==> config.mk <==
export PLATFORM = sky130hd
export DESIGN_NAME = fu_grant_arb
export DESIGN_NICKNAME = d
export VERILOG_FILES = /design/src/rtl/fu_grant_arb.sv
export SDC_FILE = /design/constraint.sdc
export NUM_CORES = 1
export LEC_CHECK = 0
export BUFFER_PORTS_ARGS = -buffer_cell sky130_fd_sc_hd__buf_2
export CELL_PAD_IN_SITES_DETAIL_PLACEMENT = 0
export CELL_PAD_IN_SITES_GLOBAL_PLACEMENT = 1
export CORE_ASPECT_RATIO = 0.6
export CORE_UTILIZATION = 35
export CTS_BUF_LIST = sky130_fd_sc_hd__clkbuf_4 sky130_fd_sc_hd__clkbuf_8
export DETAILED_ROUTE_END_ITERATION = 8
export GPL_TIMING_DRIVEN = 0
export PLACE_DENSITY = 0.9
export SYNTH_ARGS = -nofsm -noshare
export SYNTH_HDL_FRONTEND = slang
export SYNTH_SLANG_ARGS = --single-unit
export TNS_END_PERCENT = 50
==> constraint.sdc <==
create_clock -name clk -period 1.4 [get_ports clk]
set_input_delay 0.14 -clock clk [delete_from_list [all_inputs] [get_ports clk]]
set_output_delay 0.14 -clock clk [all_outputs]
set_load 0.05 [all_outputs]
==> src/rtl/fu_grant_arb.sv <==
// Per-class round-robin grant arbiter for ALU/BRA/LDST/MUL issue requests,
// with multiplier occupancy tracking and load/store back-pressure gating.
module fu_grant_arb #(
  parameter int unsigned REQ_NUM = 4,
  parameter int unsigned MUL_LAT = 3
) (
  input  logic               clk,
  input  logic               rst_n,
  input  logic               flush,
  input  logic [REQ_NUM-1:0] req_alu,
  input  logic [REQ_NUM-1:0] req_bra,
  input  logic [REQ_NUM-1:0] req_ldst,
  input  logic [REQ_NUM-1:0] req_mul,
  input  logic               ldst_ready,
  output logic [REQ_NUM-1:0] grant_alu,
  output logic [REQ_NUM-1:0] grant_bra,
  output logic [REQ_NUM-1:0] grant_ldst,
  output logic [REQ_NUM-1:0] grant_mul,
  output logic               mul_busy,
  output logic               mul_done
);

  localparam int unsigned PtrW = (REQ_NUM > 1) ? $clog2(REQ_NUM) : 1;
  localparam int unsigned CntW = $clog2(MUL_LAT + 1);
  localparam int unsigned NumCls = 4;

  // Class index order: 0 ALU, 1 BRA, 2 LDST, 3 MUL.
  logic [NumCls-1:0][REQ_NUM-1:0] req_all;
  logic [NumCls-1:0][REQ_NUM-1:0] grant_all;
  logic [NumCls-1:0]              cls_ok;
  logic [PtrW-1:0]                ptr_q [NumCls];
  logic [PtrW-1:0]                ptr_d [NumCls];
  logic [CntW-1:0]                cnt_q;
  logic [CntW-1:0]                cnt_d;

  // Lowest request at or above ptr wins; otherwise lowest overall (wrap).
  function automatic logic [REQ_NUM-1:0] rr_pick(input logic [REQ_NUM-1:0] req,
                                                 input logic [PtrW-1:0]    ptr);
    logic [REQ_NUM-1:0] mask;
    logic [REQ_NUM-1:0] hi;
    logic [REQ_NUM-1:0] sel;
    mask = '0;
    for (int i = 0; i < REQ_NUM; i++) begin
      mask[i] = (PtrW'(i) >= ptr);
    end
    hi  = req & mask;
    sel = (|hi) ? hi : req;
    return sel & ~(sel - REQ_NUM'(1));
  endfunction

  function automatic logic [PtrW-1:0] ptr_next(input logic [REQ_NUM-1:0] grant,
                                               input logic [PtrW-1:0]    ptr);
    logic [PtrW-1:0] nxt;
    nxt = ptr;
    for (int i = 0; i < REQ_NUM; i++) begin
      if (grant[i]) begin
        nxt = (i == REQ_NUM - 1) ? '0 : PtrW'(i + 1);
      end
    end
    return nxt;
  endfunction

  assign req_all  = {req_mul, req_ldst, req_bra, req_alu};
  assign mul_busy = (cnt_q > CntW'(1));
  assign mul_done = (cnt_q == CntW'(1));
  assign cls_ok   = {~mul_busy, ldst_ready, 1'b1, 1'b1};

  always_comb begin
    for (int c = 0; c < NumCls; c++) begin
      grant_all[c] = '0;
      if (rst_n && !flush && cls_ok[c]) begin
        grant_all[c] = rr_pick(req_all[c], ptr_q[c]);
      end
      ptr_d[c] = ptr_next(grant_all[c], ptr_q[c]);
    end
  end

  assign grant_alu  = grant_all[0];
  assign grant_bra  = grant_all[1];
  assign grant_ldst = grant_all[2];
  assign grant_mul  = grant_all[3];

  // Reload beats the count-down, so a grant in the mul_done cycle restarts cleanly.
  always_comb begin
    cnt_d = cnt_q;
    if (flush) begin
      cnt_d = '0;
    end else if (|grant_mul) begin
      cnt_d = CntW'(MUL_LAT);
    end else if (cnt_q != '0) begin
      cnt_d = cnt_q - CntW'(1);
    end
  end

  always_ff @(posedge clk or negedge rst_n) begin
    if (!rst_n) begin
      cnt_q <= '0;
      for (int c = 0; c < NumCls; c++) begin
        ptr_q[c] <= '0;
      end
    end else begin
      cnt_q <= cnt_d;
      for (int c = 0; c < NumCls; c++) begin
        ptr_q[c] <= ptr_d[c];
      end
    end
  end

endmodule

After elaboration in Yosys (flattened, before gate mapping)
Cells that the tools add are included.

Muxes and demuxes: 27. $add $sub $neg: 5. Shift-type cells: 0. Order comparisons: 17. Reduce and logical (&&, ||, !) cells: 15. Multipliers: 0. Equality and inequality tests: 1. Divide/modulo/power cells: 0. Bitwise operators: 13.

Operators by type and width (count): 2-to-1 mux 2 bit (19); bitwise AND 4 bit (8); 2-to-1 mux 4 bit (8); OR reduction 4 bit (5); >= comparator 1 x 2 -> 1 bit (first input constant) (8); >= comparator 2 bit (first input constant) (8); inverter 4 bit (4); nonzero test 4 bit (4); subtractor 4 x 1 -> 4 bit (second input constant) (4); logical AND 1 bit (3); nonzero test 3 bit (1); == test 2 x 1 -> 1 bit (second input constant) (1); greater-than comparator 2 x 1 -> 1 bit (second input constant) (1); nonzero test 2 bit (1); subtractor 2 x 1 -> 2 bit (second input constant) (1); logical NOT 1 bit (1); inverter 1 bit (1).

Output and inout port bits: 18. ROM bits: 0. Logic and storage cells: 83. Bits in writable memories: 0. Register bits after elaboration: 10. Memories: 0. Latch bits: 0.

Depth between registers and ports, before layout
Gate-level depths: netlist (run 1).

Word-level depth: 12. Depth in mapped cells: 6. Depth with buffers taken out: 6.

Worst setup path after synthesis (run 1)
OpenSTA, ideal clock, no wires.

Path kind: flip-flop to output port. From: register ptr_q[5] (netlist bit). To: output grant_bra[3]. Path slack: -1063 ps. Stages on the path, launching flop included: 4. Arrival: 2323 ps. Path buffers: 0. Path through: dfrtp_1 o2bb2ai_1 a32o_1 nor4_1.

Cells in the longest elaborated chain, start to end: 8. Elaborated cells on any way between the ends: 11. Classes of those cells: add/sub (1); order compare (4); mux (2); bitwise (3); reduce/logical (1).

Ends and longest elaborated chain: start, declared (line 31) `logic [PtrW-1:0] ptr_q [NumCls];`; start signal, assigned by index (line 104) `ptr_q[c] <= ptr_d[c];`; >= comparator 1 x 2 -> 1 bit / >= comparator 2 bit (equally long branches) (line 44) `mask[i] = (PtrW'(i) >= ptr);`; bitwise AND 4 bit * (line 46) `hi = req & mask;`; OR reduction 4 bit (line 47) `sel = (|hi) ? hi : req;`; 2-to-1 mux 4 bit * (line 47); subtractor 4 x 1 -> 4 bit (line 48) `return sel & ~(sel - REQ_NUM'(1));`; inverter 4 bit (line 48); bitwise AND 4 bit * (line 48); 2-to-1 mux 4 bit * (line 71) `if (rst_n && !flush && cls_ok[c]) begin`; end, declared (line 16) `output logic [REQ_NUM-1:0] grant_bra,`.

Mark *: on every way between the ends. The rest lies on a longest branch, timed or not.

Worst setup path after layout (run 1)
From: register ptr_q[2] (netlist bit). To: output grant_ldst[2].

Cells in the longest elaborated chain, start to end: 8. Elaborated cells on any way between the ends: 11. Classes of those cells: add/sub (1); order compare (4); mux (2); bitwise (3); reduce/logical (1).

Ends and longest elaborated chain: >= comparator 1 x 2 -> 1 bit / >= comparator 2 bit (equally long branches) (line 44); bitwise AND 4 bit * (line 46); OR reduction 4 bit (line 47); 2-to-1 mux 4 bit * (line 47); subtractor 4 x 1 -> 4 bit (line 48); inverter 4 bit (line 48); bitwise AND 4 bit * (line 48); 2-to-1 mux 4 bit * (line 71); end, declared (line 17) `output logic [REQ_NUM-1:0] grant_ldst,`.

Marked as above.

==> results of run 1 <==
## state kept, by name, summed over array words and instances, names as in the netlist
name / cells
cnt_q: 2
ptr_q: 8
## layer usage
layer  up-vias  part of all wire
li1        617                 -
met1       629              0.46
met2        44              0.50
met3         0             0.047
met4         0                 0
met5         -                 0
## where the power goes
part	internal [mW]	switching, mW	total (mW)	leakage [nW]
Combinational	0.815	0.910	1.72	0.652
Sequential	0.417	0.167	0.584	0.115
Clock	0.248	0.122	0.370	0.0288
## area by class of cell
cell class                      instances  area [µm²]  share of cell area
Timing Repair Buffer                   59         468               0.258
Tap cell                               40        50.0              0.0276
Sequential cell                        10         258               0.142
Multi-Input combinational cell        114         955               0.526
Clock buffer                            4        55.1              0.0303
Inverter                                8        30.0              0.0165
## critical path, cell delays in order, from the launching register on
cell      delay, ns
dfrtp_1        0.40
and2b_4        0.28
o311ai_4       0.09
and2_4         0.17
buf_6          0.11
a211oi_4       0.16
buf_6          0.19
## kinds of logic (layout without fill, tap and decap cells)
| family | count (synthesis) | after routing | synth area share |
|---|---|---|---|
| compound gates | 51 | 51 | 0.346 |
| fa+ha+maj | 2 | 2 | 0.0244 |
| xor+xnor | 1 | 1 | 0.00855 |
| mux | 2 | 2 | 0.0208 |
| flops | 10 | 10 | 0.244 |
| simple gates | 58 | 58 | 0.314 |
| buf+inv | 11 | 71 | 0.0427 |
## placed cells by master, fill, tap and decap left out, types with 3 or more instances in the layout
cell type | Yosys | routed
and2_4 | 1 | 4
nor3b_4 | 0 | 3
nor2_1 | 12 | 8
o21ai_1 | 1 | 4
nor2b_1 | 8 | 6
nand2_1 | 11 | 10
buf_8 | 0 | 4
dfrtp_2 | 0 | 6
o21ai_0 | 13 | 10
buf_4 | 0 | 21
buf_2 | 2 | 21
clkbuf_8 | 0 | 4
nand2b_1 | 5 | 3
a21oi_1 | 11 | 11
buf_6 | 0 | 12
inv_1 | 8 | 7
o22ai_1 | 4 | 4
dfrtp_1 | 10 | 4
## stage by stage
stage | total power [mW] | setup TNS (ns) | setup WS (ns) | hold WS, ns
2_1_floorplan | 1.60 | -2.55 | -0.287 | -0.156
3_3_place_gp | 1.81 | -3.14 | -0.331 | 0.0304
3_5_place_dp | 1.86 | -3.26 | -0.347 | 0.0374
4_1_cts | 2.49 | -4.65 | -0.406 | 0.0933
5_1_grt | 2.84 | -5.53 | -0.424 | 0.102
6_report | 2.68 | -4.72 | -0.388 | 0.0978
## repair_timing
action,4_1_cts,5_1_grt
endpoints found under the setup margin,17,20
pin swaps,13,8
gates resized for setup,48,12
hold buffers,1,0
gates cloned,0,0
buffers inserted,14,7
hold endpoints to repair,10,0
## worst min-delay path by stage
stage | endpoint | slack, ns | cells past startpoint
2_1_floorplan | cnt_q[0] | -0.16 | 0
3_3_place_gp | ptr_q[3] | 0.03 | 1
3_5_place_dp | ptr_q[3] | 0.04 | 1
4_1_cts | cnt_q[0] | 0.09 | 2
5_1_grt | cnt_q[0] | 0.10 | 2
6_report | cnt_q[0] | 0.1 | 2
==> run metrics, run 1 <==
maximum VDD drop roughly 650 µV; Die Wd approximately 72 µm; Ys Warns 0; most common cell in the netlist o21ai_0; Final Max Slew Viols 0; Data required, critical path approximately 1.3 ns; largest net degree at the start of global routing 11; Post-synth EDFFs 0; final HPWL from detailed placement 2.33 mm; worst setup path start ptr_q[2]; failing checks negative setup slack; area grow syn2layout 77.2%; Final GP Congestion 0.838; vias in the first global route between 1,000 and 1,500; non-filler cells, final around 240; reg2reg start ptr_q[5]; Routed Antenna Nets 0; CTS tree yes; Initial Util 0.387; RSZ-0062 raised after global routing true; antenna cells 0; status finished with violations; Inst Count DP about 210; type of origin of the critical path register; post-route clock period utilization 1.28; final worst-path setup slack -0.388 ns; reg2reg end ptr_q[5]; Top Usage Layer GRT met2; PwrDens roughly 1500 nW/µm²; DRC 0; Synth area leaders dfrtp_1 (24%), o21ai_0 (6.3%), a21oi_1 (5.4%); Layout Utilization 0.686; Unique masters post-synth 47; worst-margin pin slew 0.525 ns; Max Cap Violations 0; DRT iter0 DRCs 45; GR Util met1 0.302; Synth area leader dfrtp_1; Leak Pwr 0.796 nW; met3 Use GR 0.0651; DIE AREA 3160 µm²; Worst-path clk slew ~0.050 ns; GR Overflow Total 0; fin area around 1800 µm²; sequential-to-total area share from yosys stat 0.244; worst-case clock buffer depth 2; WL/cell ~15 µm; num ports 38; fraction of layout cells with a size suffix above 1 0.538; met2 usage 0.402; total CTS buffers 3; final-stage net count approximately 220; Row Count 14; Root Buffer clkbuf_8; Mapped Cells 135; drt pass-1 iters 4; worst hold path class input port to register; CORE AREA approximately 2600 µm²; Post-Synthesis Cell Area about 1000 µm²; Vias around 1,300; flop2flop setup slack about 0.020 ns; Fillers ~200; Crit Path Max Fanout 3; Mean Syn Cell Area 7.59 µm²; htree depth 1; fraction of registers with async set/reset 1.00; syn_nets 157; Die Y 43.9 µm; Port Buffer Count 37; Setup Viol. Count Final 16; Post-synth top cells o21ai_0 (13), nor2_1 (12), a21oi_1 (11), nand2_1 (11), dfrtp_1 (10); commonest register cell after synthesis dfrtp_1; crit path DAT ~1.7 ns; Yosys reg bits 10; antenna violations before repair 0; Fin. Hold Viols 0; global-route usage over all layers 0.232; worst reg-to-reg path cell count 5; Routed WL 3.58 mm; Relative slew margins 0.646; fmax between 0.5 and 0.6 GHz; kind of critical path register to primary output; Clock Sinks 10; CP endpoint grant_ldst[2]; Vias per Instance around 5.5; post-layout min period 1.79 ns; clk_skew around 0.0048 ns; Crit. End Element primary output; clock latency on the worst-skew pair between 0.2 and 0.25 ns; first-pass GRT wire length 5.58 mm; worst hold start flush; Post-DP Area ~1400 µm²; Synth top area share 0.244
No activity file was read; power rests on OpenSTA's default activity.
==> run 2: changes to the inputs <==
- ABC_AREA: default -> 1
- CORE_UTILIZATION: 35 -> 33
- PLACE_DENSITY: 0.9 -> 0.89
==> run 2 against run 1 <==
The flow still finishes with violations (negative setup slack); cell count is 14% higher; clock-buffer cell count shrank 1; highest routed layer is now met4; largest power group unchanged; register-to-register slack got worse by 0.22 ns; setup slack is essentially flat; first-iteration DRC count increased by 56%; synthesized cell count grew 15%; synthesized area is 3.9% lower; combinational power up 35%.
==> run metrics, run 2 <==
Initial Util 0.370 (-0.0176); kind of critical path register to primary output; Final Max Slew Viols 0 (unchanged); Synth area leaders dfrtp_1 (25%), nand2_1 (15%), inv_1 (9.5%); Post-Synthesis Cell Area 985 µm² (-3.9%); area grow syn2layout 101%; Setup TNS -6.20 ns (-1.47 ns); Vias 1,377 (+6.7%); Mapped Cells 155 (+15%); Post-synth EDFFs 0 (unchanged); Crit Path Max Fanout 5 (+2); htree depth 1 (unchanged); num ports 38 (unchanged); overall power 3.27 mW (+22%); Clock Sinks 10 (unchanged); Final GP Congestion 0.834 (-0.54%); Port Buffer Count 37 (unchanged); type of origin of the critical path register; Die Y 44.3 µm (+0.91%); Leak Pwr 0.969 nW (+22%); Ys Warns 0 (unchanged); Routed WL 3.92 mm (+9.5%); DIE AREA 3210 µm² (+1.8%); xor/xnor share of the synthesized area 0 (-0.00855); final HPWL from detailed placement 2.03 mm (-13%); worst reg-to-reg path cell count 10 (+5); most common cell in the netlist nand2_1; fraction of layout cells with a size suffix above 1 0.716 (+0.178); post-layout min period 1.79 ns (-0.00000600 ns); final hold slack 0.219 ns (+0.122 ns); Top reg by flops ptr_q; syn_nets 177 (+13%); Synth area leader dfrtp_1; most common cell after layout, fill and taps aside buf_4; vias in the first global route 1,195 (-1.5%); GR Overflow Total 0 (unchanged); Largest register FFs 8 (unchanged); delay of the slowest critical-path stage 0.41 ns (about the same); Relative slew margins 0.692 (+0.0459); Setup Viol. Count Final 26 (+10); largest family of logic cells by synthesized area simple AND/OR/NAND/NOR gates; fmax 0.559 GHz (about the same); final worst-path setup slack -0.388 ns (+0.00000600 ns); Root Buffer clkbuf_8; clock latency on the worst-skew pair 0.23 ns (about the same); fraction of registers with async set/reset 1.00 (unchanged); most frequent cells in the layout buf_4 (30), nand2_1 (23), buf_2 (21); Fin. Hold Viols 0 (unchanged); maximum VDD drop 889 µV (+37%); RSZ-0062 raised after global routing true; flop2flop setup slack -0.20 ns (-0.22 ns); Max Cap Violations 0 (unchanged); Row Count 14 (unchanged); commonest register cell after synthesis dfrtp_1; Routed Antenna Nets 0 (unchanged); antenna cells 0 (unchanged); worst hold path class input port to register; Mean Syn Cell Area 6.35 µm² (-16%); Yosys reg bits 10 (unchanged); sequential-to-total area share from yosys stat 0.254 (+0.00993); total CTS buffers 3 (unchanged); Vias per Instance 5.12 (-6.7%); Data required, critical path 1.26 ns (about the same); DRT iter0 DRCs 70 (+56%); worst-margin pin slew 0.461 ns (-0.0635 ns); cells along the critical path inv_1 > a21oi_4 > nand3_4 > a21boi_4 > nand4_1 > inv_1 > buf_6; post-route clock period utilization 1.28 (about the same); CTS tree yes; Synth top area share 0.254 (+0.00993); CORE AREA 2660 µm² (+0.66%); final-stage net count 253 (+16%); Hold Crit Depth 4 (+2); first-pass GRT wire length 5.21 mm (-6.7%); adder and majority gate portion of the synthesized area 0.0254 (+0.000993); crit path DAT 1.65 ns (about the same); fraction of synthesized area in multiplexers 0 (-0.0208); global-route usage over all layers 0.214 (-0.0184); PwrDens 1650 nW/µm² (+12%); Die Wd 72.5 µm (+0.93%); antenna violations before repair 0 (unchanged); status finished with violations; worst-case clock buffer depth 2 (unchanged); drt pass-1 iters 4 (unchanged); Worst-path clk slew 0.05 ns (about the same); clk_skew 0.00188 ns (-0.00290 ns); largest registers ptr_q (8), cnt_q (2); Crit. End Element primary output; WL/cell 14.6 µm (-4.4%); Synth Area in Compound Gates 0.155 (-0.191); Post-synth top cells nand2_1 (39), inv_1 (25), nor2_1 (17), nand3_1 (12), dfrtp_1 (10); DRC 0 (unchanged); Crit path top cell by count inv_1; Post-Synth Simple-Gate Area 0.438 (+0.125); failing checks negative setup slack; Layout Utilization 0.743 (+0.0570); Unique masters post-synth 27 (-43%); largest net degree at the start of global routing 11 (unchanged); cell with the largest stage delay on the worst path dfrtp_2
## run 2: changes by cell type after synthesis, sizes merged, moves of 7 or more
cell,previous run,this run
nand2,11,46
inv,8,31
nand3,2,16
nor2,12,20
nor2b,8,0
o21ai,14,7
## run 2: layout make-up
type | count | area (µm²)
Timing Repair Buffer | 71 | 581
Multi-Input combinational cell | 112 | 920
Tap cell | 40 | 50.0
Clock buffer | 3 | 41.3
Inverter | 33 | 133
Fill cell | 187 | 683
Sequential cell | 10 | 255
## run 2: final timing paths
kind                            startpoint           end
worst max-delay path              ptr_q[7]  grant_alu[1]
worst min-delay path                 flush      cnt_q[1]
worst max register to register    ptr_q[3]      ptr_q[3]
worst min register to register    cnt_q[1]      cnt_q[1]
max in group asynchronous            rst_n      cnt_q[0]
min in group asynchronous            rst_n      ptr_q[1]
## run 2: power by group
part           internal [mW]  switching [mW]  total (mW)  leakage [nW]
logic                  0.985            1.34        2.33         0.834
registers              0.445           0.198       0.643         0.114
clock network          0.188           0.109       0.297        0.0216
## run 2: critical path, delay by kind of cell, from the launching register on
| family | cells | cell delay [ns] |
|---|---|---|
| AOI/OAI and AO/OA | 2 | 0.39 |
| and+or+nand+nor | 2 | 0.26 |
| buffers and inverters | 3 | 0.36 |
| DFF | 1 | 0.41 |
## run 2: stage by stage
| step | setup slack, ns | cells | area (µm²) |
|---|---|---|---|
| 2_1_floorplan | -0.408 | 155 | 1080 |
| 4_1_cts | -0.317 | 258 | 1720 |
| 3_5_place_dp | -0.225 | 232 | 1320 |
| 5_1_grt | -0.467 | 269 | 1980 |
| 3_3_place_gp | -0.230 | 232 | 1320 |
| 6_report | -0.388 | 269 | 1980 |
## run 2: timing repair
item	4_1_cts	5_1_grt
hold buffers	1	0
setup buffers	22	14
endpoints found under the setup margin	22	26
gates resized for setup	54	48
pin swaps	27	20
hold endpoints to repair	10	0
## run 2: logic make-up after synthesis
logic type | Yosys count
AO/OA/AOI/OAI | 21
adder cells (fa/ha/maj) | 2
flip-flops | 10
buffers and inverters | 33
AND/OR/NAND/NOR | 89
## run 2: routing by layer
layer  global-route usage  wire length [µm]  up-vias  part of all wire
met1                0.249              1520      640              0.39
met4               0.0980               136        0             0.035
met5                    0                 0        -                 0
met3               0.0387               240       16             0.061
li1                     -                 -      646                 -
met2                0.391              2020       75              0.52
